<file path="src/rtl/cs_thr_pkg.sv">
// Shared encodings and width helpers for the compressed-sensing adaptive thresholder.
// Mode and state enums are used by the top; sum width helper by the window averager.
package cs_thr_pkg;

  typedef enum logic [1:0] {
    MODE_POS = 2'b00,
    MODE_NEG = 2'b01,
    MODE_ABS = 2'b10,
    MODE_BYP = 2'b11
  } mode_e;

  typedef enum logic {
    ST_IDLE = 1'b0,
    ST_RUN  = 1'b1
  } state_e;

  localparam int DEF_DW       = 12;
  localparam int DEF_WIN_LOG2 = 4;
  localparam int DEF_SUM_W    = DEF_DW + 1 + DEF_WIN_LOG2;

  // Running sum over 2^win_log2 signed (dw+1)-bit centred samples never overflows this width.
  function automatic int sum_width(input int dw, input int win_log2);
    return dw + 1 + win_log2;
  endfunction

  // Threshold comparisons need one extra bit beyond the centred sample for avg +/- thr.
  function automatic int cmp_width(input int dw);
    return dw + 2;
  endfunction

endpackage

</file>
<file path="src/rtl/window_avg.sv">
// Sliding-window mean of signed samples: shift register plus running sum, avg = floor(sum / 2^WIN_LOG2).
// avg reflects the window before the sample pushed this cycle; push has no backpressure of its own.
module window_avg
  import cs_thr_pkg::*;
#(
  parameter int W        = 13,
  parameter int WIN_LOG2 = 4
) (
  input  logic                clk,
  input  logic                reset,
  input  logic                clear,
  input  logic                push,
  input  logic signed [W-1:0] din,
  output logic signed [W-1:0] avg
);

  localparam int N  = 1 << WIN_LOG2;
  localparam int SW = sum_width(W - 1, WIN_LOG2);

  logic signed [W-1:0]  win_q [N];
  logic signed [SW-1:0] sum_q;
  logic signed [SW-1:0] sum_d;
  logic signed [SW-1:0] din_x;
  logic signed [SW-1:0] old_x;

  assign din_x = {{WIN_LOG2{din[W-1]}}, din};
  assign old_x = {{WIN_LOG2{win_q[N-1][W-1]}}, win_q[N-1]};
  assign sum_d = sum_q + din_x - old_x;

  // Dropping the low WIN_LOG2 bits of a two's-complement sum is an arithmetic floor shift.
  assign avg = sum_q[SW-1:WIN_LOG2];

  always_ff @(posedge clk) begin
    if (reset || clear) begin
      sum_q <= '0;
      for (int i = 0; i < N; i++) begin
        win_q[i] <= '0;
      end
    end else if (push) begin
      sum_q    <= sum_d;
      win_q[0] <= din;
      for (int i = 1; i < N; i++) begin
        win_q[i] <= win_q[i-1];
      end
    end
  end

endmodule

</file>
<file path="src/rtl/adaptive_threshold.sv">
// Streaming sparsifier: removes DC mean, forwards samples clearing window-average +/- thresh, else zero.
// One cycle input-to-output latency; s_ready drops while the output register is stalled.
module adaptive_threshold
  import cs_thr_pkg::*;
#(
  parameter int DW        = 12,
  parameter int WIN_LOG2  = 4,
  parameter int FRAME_LEN = 2048,
  parameter int IDW       = 11,
  parameter int MEAN      = 958
) (
  input  logic                clk,
  input  logic                reset,
  input  logic                start,
  input  logic [1:0]          mode,
  input  logic [DW-1:0]       thresh,
  input  logic                s_valid,
  input  logic [DW-1:0]       s_data,
  output logic                s_ready,
  output logic                m_valid,
  input  logic                m_ready,
  output logic signed [DW:0]  m_data,
  output logic [IDW-1:0]      m_idx,
  output logic                m_last,
  output logic                busy,
  output logic                frame_done,
  output logic [IDW:0]        nz_count
);

  localparam int                CW       = cmp_width(DW);
  localparam logic signed [DW:0] MEAN_S  = (DW+1)'(MEAN);
  localparam logic [IDW-1:0]    LAST_IDX = IDW'(FRAME_LEN - 1);

  state_e               state_q;
  mode_e                mode_q;
  logic [DW-1:0]        thr_q;
  logic [IDW-1:0]       idx_q;
  logic [IDW-1:0]       idx_d;
  logic [IDW:0]         nz_q;
  logic [IDW:0]         nz_d;
  logic                 m_valid_q;
  logic signed [DW:0]   m_data_q;
  logic [IDW-1:0]       m_idx_q;
  logic                 m_last_q;
  logic                 frame_done_q;

  logic signed [DW:0]   d;
  logic signed [DW:0]   avg;
  logic signed [DW:0]   out_d;
  logic signed [CW-1:0] d_x;
  logic signed [CW-1:0] avg_x;
  logic signed [CW-1:0] thr_x;
  logic signed [CW-1:0] hi_lim;
  logic signed [CW-1:0] lo_lim;
  logic                 pos_ok;
  logic                 neg_ok;
  logic                 pass;
  logic                 accept;
  logic                 out_hs;
  logic                 win_clear;
  logic                 rdy;

  assign d = $signed({1'b0, s_data}) - MEAN_S;

  // Once the last beat is registered no further sample may enter until the next start.
  assign rdy    = (state_q == ST_RUN) && !(m_valid_q && m_last_q) && (!m_valid_q || m_ready);
  assign accept = s_valid && rdy;
  assign out_hs = m_valid_q && m_ready;

  assign win_clear = (state_q == ST_IDLE) && start;

  window_avg #(
    .W        (DW + 1),
    .WIN_LOG2 (WIN_LOG2)
  ) u_window_avg (
    .clk   (clk),
    .reset (reset),
    .clear (win_clear),
    .push  (accept),
    .din   (d),
    .avg   (avg)
  );

  assign d_x    = {d[DW], d};
  assign avg_x  = {avg[DW], avg};
  assign thr_x  = {2'b00, thr_q};
  assign hi_lim = avg_x + thr_x;
  assign lo_lim = avg_x - thr_x;
  assign pos_ok = (d_x >= hi_lim);
  assign neg_ok = (d_x <= lo_lim);

  always_comb begin
    pass = 1'b0;
    case (mode_q)
      MODE_POS: pass = pos_ok;
      MODE_NEG: pass = neg_ok;
      MODE_ABS: pass = pos_ok || neg_ok;
      MODE_BYP: pass = 1'b1;
      default:  pass = 1'b0;
    endcase
  end

  assign out_d = pass ? d : '0;
  assign idx_d = (idx_q == LAST_IDX) ? '0 : idx_q + IDW'(1);
  assign nz_d  = nz_q + (IDW+1)'(1);

  always_ff @(posedge clk) begin
    if (reset) begin
      state_q      <= ST_IDLE;
      mode_q       <= MODE_POS;
      thr_q        <= '0;
      idx_q        <= '0;
      nz_q         <= '0;
      m_valid_q    <= 1'b0;
      m_data_q     <= '0;
      m_idx_q      <= '0;
      m_last_q     <= 1'b0;
      frame_done_q <= 1'b0;
    end else begin
      frame_done_q <= 1'b0;
      case (state_q)
        ST_IDLE: begin
          if (start) begin
            state_q <= ST_RUN;
            mode_q  <= mode_e'(mode);
            thr_q   <= thresh;
            idx_q   <= '0;
            nz_q    <= '0;
          end
        end
        ST_RUN: begin
          if (out_hs) begin
            m_valid_q <= 1'b0;
            if (m_last_q) begin
              state_q      <= ST_IDLE;
              frame_done_q <= 1'b1;
            end
          end
          // A new accept in the same cycle as a drain overrides the clear of m_valid_q.
          if (accept) begin
            m_valid_q <= 1'b1;
            m_data_q  <= out_d;
            m_idx_q   <= idx_q;
            m_last_q  <= (idx_q == LAST_IDX);
            idx_q     <= idx_d;
            if (out_d != '0) begin
              nz_q <= nz_d;
            end
          end
        end
        default: state_q <= ST_IDLE;
      endcase
    end
  end

  assign s_ready    = rdy;
  assign m_valid    = m_valid_q;
  assign m_data     = m_data_q;
  assign m_idx      = m_idx_q;
  assign m_last     = m_last_q;
  assign busy       = (state_q == ST_RUN);
  assign frame_done = frame_done_q;
  assign nz_count   = nz_q;

endmodule

</file>
<file path="config.mk">
export PLATFORM = sky130hd
export DESIGN_NAME = adaptive_threshold
export DESIGN_NICKNAME = d
export VERILOG_FILES = /design/src/rtl/cs_thr_pkg.sv /design/src/rtl/window_avg.sv /design/src/rtl/adaptive_threshold.sv
export SDC_FILE = /design/constraint.sdc
export NUM_CORES = 1
export LEC_CHECK = 0
export CAP_MARGIN = 25
export CORE_AREA = 2 2 199 123
export DETAILED_ROUTE_END_ITERATION = 8
export DIE_AREA = 0 0 201 125
export GPL_TIMING_DRIVEN = 0
export PLACE_DENSITY = 0.91
export SLEW_MARGIN = 20
export SYNTH_ARGS = -nofsm -noshare
export SYNTH_HDL_FRONTEND = slang
export SYNTH_SLANG_ARGS = --single-unit
export TNS_END_PERCENT = 5
</file>
<file path="constraint.sdc">
create_clock -name clk -period 8.7 [get_ports clk]
set_input_delay 1.74 -clock clk [delete_from_list [all_inputs] [get_ports clk]]
set_output_delay 1.74 -clock clk [all_outputs]
set_load 0.05 [all_outputs]
</file>
# Word level (Yosys, flattened, before mapping)
# Memory sizes are Yosys's and may differ from the RTL's.
# Index checks and enable logic that the tools add are counted.
[totals]
ff_bits = 82
mem_bits_rw = 208
inputBits = 31
n_memories = 1
[op_classes]
n_addsub = 7
n_lt_le_gt_ge = 2
eq_ne = 7
n_mux = 38
bitwise_logic = 18
reduce_logical = 20
[memory_table]
columns = ["memory", "words", "width", "read_ports", "rd_clocked_by_memory_dff", "wr", "line", "text"]
rows = [
  ["u_window_avg.win_q", 16, 13, 16, 0, 16, "window_avg.sv:20", "logic signed [W-1:0] win_q [N];"],
]
[op_table]
columns = ["cell", "n"]
rows = [
  ["two-way mux 13 bit", 17],
  ["two-way mux 12 bit", 3],
  ["two-way mux 11 bit", 3],
  ["one-hot mux 12 bit (2 select lines)", 1],
  ["one-hot mux 11 bit (2 select lines)", 1],
  ["adder 17 x 13 -> 17 bit", 1],
  ["subtractor 17 x 13 -> 17 bit", 1],
  ["bitwise OR 1 bit", 16],
  ["adder 13 x 13 -> 14 bit", 1],
  [">= comparator 13 x 14 -> 1 bit", 1],
  ["<= comparator 13 x 14 -> 1 bit", 1],
  ["subtractor 13 x 13 -> 14 bit", 1],
  ["nonzero test 13 bit", 1],
  ["subtractor 12 x 10 -> 13 bit, second input constant", 1],
  ["adder 12 x 1 -> 12 bit, second input constant", 1],
  ["adder 11 x 1 -> 11 bit, second input constant", 1],
  ["== test 11 bit, second input constant", 1],
  ["two-way mux 1 bit", 11],
  ["AND reduction 2 bit", 4],
  ["logical AND 1 bit", 6],
  ["== test 2 bit, second input constant", 2],
  ["inequality test 2 x 1 -> 1 bit, second input constant", 2],
  ["one-hot mux 1 bit (4 select lines)", 1],
  ["logical OR 1 bit", 3],
  ["9 further kinds", 11],
]

# Logic depth before layout (Yosys ltp)
[logic_depth]
depth_word = 9
mapped_depth = 21
ltp_nobuf = 20

# Cells and area by module
# From an unflattened synthesis, not the netlist that was laid out.
[unflattened]
hier_cells = 1293
hier_area_um2 = 14208.6
[by_module_without_submodules]
columns = ["module", "instances", "cells_each", "area_per_inst_um2", "seq_area_each_um2"]
rows = [
  ["window_avg", 1, 725, 9791.9, 6586.3],
  ["adaptive_threshold", 1, 568, 4416.7, 1301.2],
]

# Least setup slack after synthesis
# OpenSTA, ideal clock, no wires.
[synth_timing]
kind = "input-to-reg"
startpoint = "in m_ready"
endpoint = "mem u_window_avg.win_q[0][0] (enable)"
setup_time_ns = 1.841
arrival_time_ns = 6.619
required_time_ns = 6.859
path_slack_ns = 0.240
path_stages = 6
path_buffers = 0
cell_sequence = "nand2b_1 > a21boi_1 > nand2_1 > nand2_1 > nor2_1 > clkinv_1"
[synth_rtl]
columns = ["element", "line", "text"]
rows = [
  ["from (decl)", "adaptive_threshold.sv:21", "input logic m_ready,"],
  ["to (decl)", "window_avg.sv:20", ""],
]

# Worst setup path in the final report
[layout_timing]
startpoint = "in s_data[1]"
endpoint = "reg nz_q[8], in the netlist nz_count[8]"
[layout_between]
elab_chain_cells = 8
word_cells_on_any_way = 9
[layout_lines]
columns = ["element", "line", "text"]
rows = [
  ["from (decl)", "adaptive_threshold.sv:18", "input logic [DW-1:0] s_data,"],
  ["subtractor 12 x 10 -> 13 bit (*)", "adaptive_threshold.sv:63", "assign d = $signed({1'b0, s_data}) - MEAN_S;"],
  ["via d[9]", "adaptive_threshold.sv:47", "logic signed [DW:0] d;"],
  [">= comparator 13 x 14 -> 1 bit / <= comparator 13 x 14 -> 1 bit (equally long branches)", "adaptive_threshold.sv:89, adaptive_threshold.sv:90", ""],
  ["logical OR 1 bit", "adaptive_threshold.sv:97", "MODE_ABS: pass = pos_ok || neg_ok;"],
  ["one-hot mux 1 bit (4 select lines)", "adaptive_threshold.sv:94", "case (mode_q)"],
  ["two-way mux 13 bit (*)", "adaptive_threshold.sv:103", "assign out_d = pass ? d : '0;"],
  ["nonzero test 13 bit (*)", "adaptive_threshold.sv:146", "if (out_d != '0) begin"],
  ["inequality test 2 x 1 -> 1 bit (no source line) (*)", "--", ""],
  ["AND reduction 3 bit (no source line) (*)", "--", ""],
  ["to (signal assigned)", "adaptive_threshold.sv:147", "nz_q <= nz_d;"],
  ["to (decl)", "adaptive_threshold.sv:39", "logic [IDW:0] nz_q;"],
]
# The timed path passes the listed nets; every way through them passes the cells marked *.
# A chain may end at the register's enable or synchronous reset.

==> flow_summary.json <==
{
  "via_per_inst": 6.01,
  "hold_path.class": "flip-flop to flip-flop",
  "antenna_found_initial": 1,
  "fmax_ghz": 0.144,
  "dieWidth_um": 201,
  "finalInstanceArea_sq_mm": 0.0158,
  "cap_violations": 0,
  "drtAntennaViolNets": 0,
  "synth_seq_cells": 290,
  "synthesis.nets": 1336,
  "cts-resized-gates": 0,
  "die-area_sq_mm": 0.0251,
  "insertion_delay_ns": 0.57,
  "synth_area_sq_mm": 0.0138,
  "setup_viol": 0,
  "drt_wl_total_um": 32600,
  "drive_gt1_frac": 0.0434,
  "slowest_stage": "xnor2_1",
  "grt_first_pass_wirelength_um": 51400,
  "ys_types": 65,
  "fin_crit_ns": 6.92,
  "cp_top_family": "simple AND/OR/NAND/NOR gates",
  "critPathBufInv": 2,
  "dp_hpwl_um": 22900,
  "endpoint_kind": "flip-flop",
  "maxSlewHeadroom": 0.376,
  "grt_usage": 0.260,
  "synth.area.mux_share": 0.00236,
  "synth_area_leaders": "edfxtp_1, dfxtp_1, ha_1",
  "synthXorXnorAreaFrac": 0.0304,
  "critPathMaxStageDelay_ns": 0.74,
  "synth_ff_type": "edfxtp_1",
  "syn_to_final_growth_pct": 14.8,
  "rows": 44,
  "met2_usage": 0.407,
  "hold_viol": 0,
  "synth-compound-area-share": 0.0885,
  "holdPathEnd": "mode_q[1]",
  "core-area_sq_mm": 0.0235,
  "num_vias": 9967,
  "whs_ns": 0.464,
  "p_per_area_mw_per_mm2": 216,
  "clockBufferDepth": 3,
  "ir_drop_uv": 145,
  "hp-start": "mode_q[1]",
  "setup_ws_ns": 1.78,
  "syn_inst": 1214,
  "synth_top_area_cell": "edfxtp_1",
  "use_met1": 0.369,
  "final_max_slew_viol_count": 0,
  "reg2reg_depth": 19,
  "cp_cell_sequence": "clkdlybuf4s50_1, ha_1, a41oi_2, nor2_1, xnor2_1, inv_1, ha_1, nand4_1, nor4_1, a211oi_1, o31ai_1, a21oi_1, nor3_2, nand4_1, mux2i_1",
  "async_flop_share": 0,
  "initialDrtViolationCount": 1191,
  "io_pins": 72,
  "cts_hold_buf": 0,
  "gp_congestion": 0.954,
  "numCtsBuffers": 26,
  "worst_setup_path_start_kind": "primary input",
  "stdcell_count": 1658,
  "required_ns": 9.19,
  "die_h_um": 125,
  "place_area_sq_mm": 0.0150,
  "pre_cts_ws_ns": 1.63,
  "grt_remaining_overflow": 0,
  "path_class": "primary input to flip-flop",
  "finalCritPeriodShare": 0.796,
  "clk_pin_slew_ns": 0.07,
  "top_usage_layer": "met2",
  "timing.rr.start": "thr_q[2]",
  "grt_pass1_vias": 9637,
  "use_met3": 0.0636,
  "finalClockSkew_ns": 0.0414,
  "worst-r2r-setup-slack_ns": 2.87,
  "synth_edf_count": 208,
  "synth_adder_area_share": 0.0923,
  "firstDrtPassIters": 5,
  "port_buffers": 70,
  "netlist.area_leader.share": 0.453,
  "postCtsSetupRepairBufs": 0,
  "clock-sinks": 290,
  "cts_root_buffer": "clkbuf_16",
  "path_max_fanout": 9,
  "worstHoldPathCells": 2,
  "cts_tree": "yes",
  "outcome": "complete, no violations",
  "placed_cells": 1608,
  "h-tree-depth": 1,
  "drc": 0,
  "finalPower_w": 0.00342,
  "arrival_ns": 7.41,
  "worst_pin_slew_ns": 0.930,
  "r2r-end": "nz_count[8]",
  "rsz0062_at_grt": "false",
  "synth.avg_cell_area_sq_um": 11.4,
  "yosysSeqAreaShare": 0.571,
  "start_util": 0.587,
  "grt_max_degree": 94,
  "wl_per_cell_um": 19.6,
  "synth-simple-area-share": 0.179,
  "yosys_warnings": 0,
  "synth_top_family_by_area": "simple AND/OR/NAND/NOR gates",
  "final_nets": 1437,
  "leakagePower_nw": 6.66
}
-- routing by layer --
metal	share of wire	vias to the layer above
met5	0.00040	-
met3	0.11	71
met4	0.020	2
li1	-	4542
met1	0.42	4808
met2	0.45	544
-- registers in the layout (all words and copies together), names as in the netlist, 2 cells and up --
signal	flops
idx_q	11
thr_q	12
mode_q	2
u_window_avg.sum_q	17
u_window_avg.win_q	208
m_idx	11
m_data	13
nz_count	12
-- layout by cell type, fill, tap and decap left out, drive strengths merged, types with 4 or more instances in the layout --
cell type	Yosys	final
edfxtp	208	208
and3	130	130
nand2	102	102
clkbuf	60	90
and2	83	83
dfxtp	82	82
ha	73	73
inv	72	73
nor2	70	70
clkdlybuf4s50	0	70
a21oi	65	65
xor2	28	28
o21ai	24	24
xnor2	19	19
fa	18	18
nand3	16	16
a22oi	14	14
nand4	13	13
nor3	13	13
clkinv	1	12
nor2b	11	11
a21o	9	9
nand2b	8	8
o31ai	8	8
o21bai	6	6
a41o	6	6
a31oi	6	6
or3	5	5
o22ai	5	5
o211ai	5	5
a21boi	4	4
clkinvlp	0	4
-- area by class of cell --
| cell class | count | area [sq um] |
|---|---|---|
| Inverter | 73 | 279 |
| Sequential cell | 290 | 7890 |
| Antenna cell | 1 | 2.50 |
| Clock inverter | 19 | 205 |
| Tap cell | 322 | 403 |
| Multi-Input combinational cell | 790 | 5410 |
| Buffer | 61 | 229 |
| Clock buffer | 29 | 662 |
| Timing Repair Buffer | 73 | 763 |
| Fill cell | 1636 | 7660 |
-- cell families (layout without fill, tap and decap cells) --
family	Yosys count	after routing
other	0	1
buffers and inverters	134	255
xor gates and xnor gates	47	47
AOI/OAI and AO/OA	185	185
and+or+nand+nor	464	464
DFF	290	290
adders and majority gates	91	91
muxes	3	3
-- worst max-delay path by stage --
stage / end / startpoint / slack, ns / depth (start not counted)
floorplan: u_window_avg.win_q[0][0] / m_ready / 0.24 / 6
global placement: u_window_avg.win_q[15][4] / start / -2.03 / 6
detailed placement: nz_count[4] / s_data[1] / 1.63 / 15
CTS: nz_count[4] / s_data[1] / 2.20 / 15
global route: nz_count[8] / s_data[1] / 1.76 / 15
finish: nz_count[8] / s_data[1] / 1.78 / 15
-- stage by stage --
stage	utilization	setup TNS, ns
2_1_floorplan	-	0
3_3_place_gp	0.634	-428.48
3_5_place_dp	0.637	0
4_1_cts	0.674	0
5_1_grt	0.674	0
6_report	0.674	0
-- where the power goes --
| group | leakage, nW | internal [W] | total (W) | switching (W) |
|---|---|---|---|---|
| Sequential | 2.95 | 0.00158 | 0.00161 | 0.0000350 |
| Combinational | 3.29 | 0.000230 | 0.000622 | 0.000392 |
| Clock | 0.415 | 0.000645 | 0.00118 | 0.000536 |
| Total | 6.66 | 0.00245 | 0.00342 | 0.000964 |
-- tightest hold or removal path: stages (launching register included) --
cell and delay (ns):
dfxtp_1 0.31, nand2_1 0.05, a21oi_1 0.06
-- cells in the mapped netlist (all sizes together), types with 4 or more instances --
library cell  instances
nand2               102
o22ai                 5
a22oi                14
nor2b                11
a41o                  6
a31oi                 6
dfxtp                82
a21oi                65
a21boi                4
ha                   73
fa                   18
nor3                 13
edfxtp              208
nand3                16
o21bai                6
clkbuf               60
nor2                 70
and3                130
nand4                13
xor2                 28
o21ai                24
and2                 83
inv                  72
o31ai                 8
nand2b                8
or3                   5
xnor2                19
o211ai                5
a21o                  9
Note: power is estimated with default switching activity, not from simulation.
==> RTL change, RTL diff (config.mk and constraints unchanged) <==
Change the parameter `DW` from 12 to 8.
--- a/src/rtl/adaptive_threshold.sv
+++ b/src/rtl/adaptive_threshold.sv
@@ -3,7 +3,7 @@
 module adaptive_threshold
   import cs_thr_pkg::*;
 #(
-  parameter int DW        = 12,
+  parameter int DW        = 8,
   parameter int WIN_LOG2  = 4,
   parameter int FRAME_LEN = 2048,
   parameter int IDW       = 11,
Interface: changed (resized m_data, s_data and thresh); port bits go from 72 to 60. No check against the original RTL was run, so the function may have changed too.
==> RTL change against the unedited design <==
- wire length decreased by 30%
- critical endpoint is now u_window_avg.sum_q[11]$_SDFFE_PP0P_
- largest power group unchanged
- first-iteration DRC count decreased by 34%
- setup slack improved by 1.4 ns
- synthesized cell count decreased by 26%
- count of clock-buffer cells in the layout decreased by 1
- area after synthesis decreased by 27%
- design area decreased by 25%
- sequential cell count decreased by 76
- power decreased by 26%
==> RTL change: results <==
group,metric,value,unit
final_layout,num-nets-final,1066,
hold_path,holdCritStartpoint,"m_idx[8]$_SDFFE_PP0P_",
power,ir_drop,125.8,uV
logic_synthesis,synth_edf_count,144,
global_route,antenna_found_initial,0,
timing,skew,0.01597,ns
final_layout,fillers,1979,
logic_synthesis,syn_inst,893,
power,switchingPower,671.7,uW
logic_synthesis,syn_nets,983,
global_route,grt_pass1_wl,36410,um
routing,viasPerCell,5.458,
hold_path,hold_end,"m_idx[8]$_SDFFE_PP0P_",
logic_synthesis,synth_cell_type_count,54,
setup_path,r2r_end,"m_data[6]$_SDFFE_PP0P_",
global_route,grt_max_degree,83,
setup_path,reg2reg_from,"u_window_avg.sum_q[4]$_SDFFE_PP0P_",
placed_design,dpl.cell_count,1274,
routing,initialDrtViolationCount,782,
status,status,"complete, no violations",
timing,tightest_slew,1.016,ns
placed_design,gp_congestion,0.9325,
routing,wirelength,22900,um
placed_design,dpl.hpwl,15910,um
clock_network,clkLatencyLatePin,0.51,ns
logic_synthesis,ys_seq_area_share,56.87,%
placed_design,portBuffers,58,
global_route,grt_usage,18.04,%
logic_synthesis,synth_area_leaders,"edfxtp_1, dfxtp_1, ha_1",
routing,wl_per_cell,17.44,um
timing,holdWs,0.4562,ns
logic_synthesis,synth_common_cells,"edfxtp_1, and3_1, nand2_1",
final_layout,antenna_cells,0,
setup_path,reg2regPathDepth,20,
global_route,grt_pass1_vias,6858,
clock_network,cts_made_buffers,21,
placed_design,preCtsSetupSlack,2.917,ns
## RTL change: cells by family (layout without fill, tap and decap cells)
family / after synthesis / after routing / synth area share [%]
AOI/OAI and AO/OA: 144 / 144 / 9.384
DFF: 214 / 214 / 56.87
adders and majority gates: 67 / 67 / 9.371
and+or+nand+nor: 344 / 344 / 17.85
buffers and inverters: 89 / 187 / 3.480
xor gates and xnor gates: 35 / 35 / 3.045
## RTL change: area by class of cell
type	count	area [um^2]	share of cell area (%)
buffer	45	185.2	1.569
clock buffer	28	575.6	4.876
clock inverter	10	137.6	1.166
inverter	44	172.7	1.463
multi-input combinational	590	3991	33.81
sequential	214	5725	48.51
tap	322	402.9	3.413
timing repair buffer	60	613.1	5.194
## RTL change: power groups by stage
stage                     logic, uW  registers (uW)  clock network (uW)
after global routing            453            1190                 995
after CTS                       404            1180                 957
after global placement          372            1210                   0
final                           413            1180                 946
after floorplan                 281            1200                   0
after detailed placement        398            1200                   0
## RTL change: per-stage QoR
stage          instance area [um^2]  util, %
2_1_floorplan                 10070        -
3_3_place_gp                  11050    47.01
3_5_place_dp                  11090    47.16
4_1_cts                       11800    50.19
5_1_grt                       11800    50.21
6_report                      11800    50.21
## RTL change: worst max-delay path, cell delays in order
cell	delay [ns]
clkdlybuf4s50_1	0.61
ha_1	0.27
nand3_1	0.11
xnor2_1	0.81
fa_1	0.56
ha_1	0.37
a21o_1	0.20
a31oi_1	0.22
o21ai_0	0.21
o41ai_1	0.47
xor2_1	0.18
o21ai_0	0.09
## RTL change: worst max-delay path by stage
stage          depth (start not counted)  slack [ns]                                 endpoint
3_3_place_gp                           7        1.61  u_window_avg.win_q[15][1]$_SDFFCE_PP0P_
5_1_grt                               12        3.12      u_window_avg.sum_q[11]$_SDFFE_PP0P_
3_5_place_dp                          12        2.92      u_window_avg.sum_q[11]$_SDFFE_PP0P_
6_report                              12        3.22      u_window_avg.sum_q[11]$_SDFFE_PP0P_
4_1_cts                               12        3.36      u_window_avg.sum_q[11]$_SDFFE_PP0P_
2_1_floorplan                          6        2.27   u_window_avg.win_q[0][0]$_SDFFCE_PN0P_
## RTL change: routing by layer
layer | track usage (%) | part of all wire, % | vias to the layer above
met5 | 0 | 0 | -
met4 | 5.098 | 2.4 | 0
met3 | 4.640 | 9.4 | 49
met2 | 27.97 | 44 | 313
met1 | 25.17 | 44 | 3450
li1 | - | - | 3355
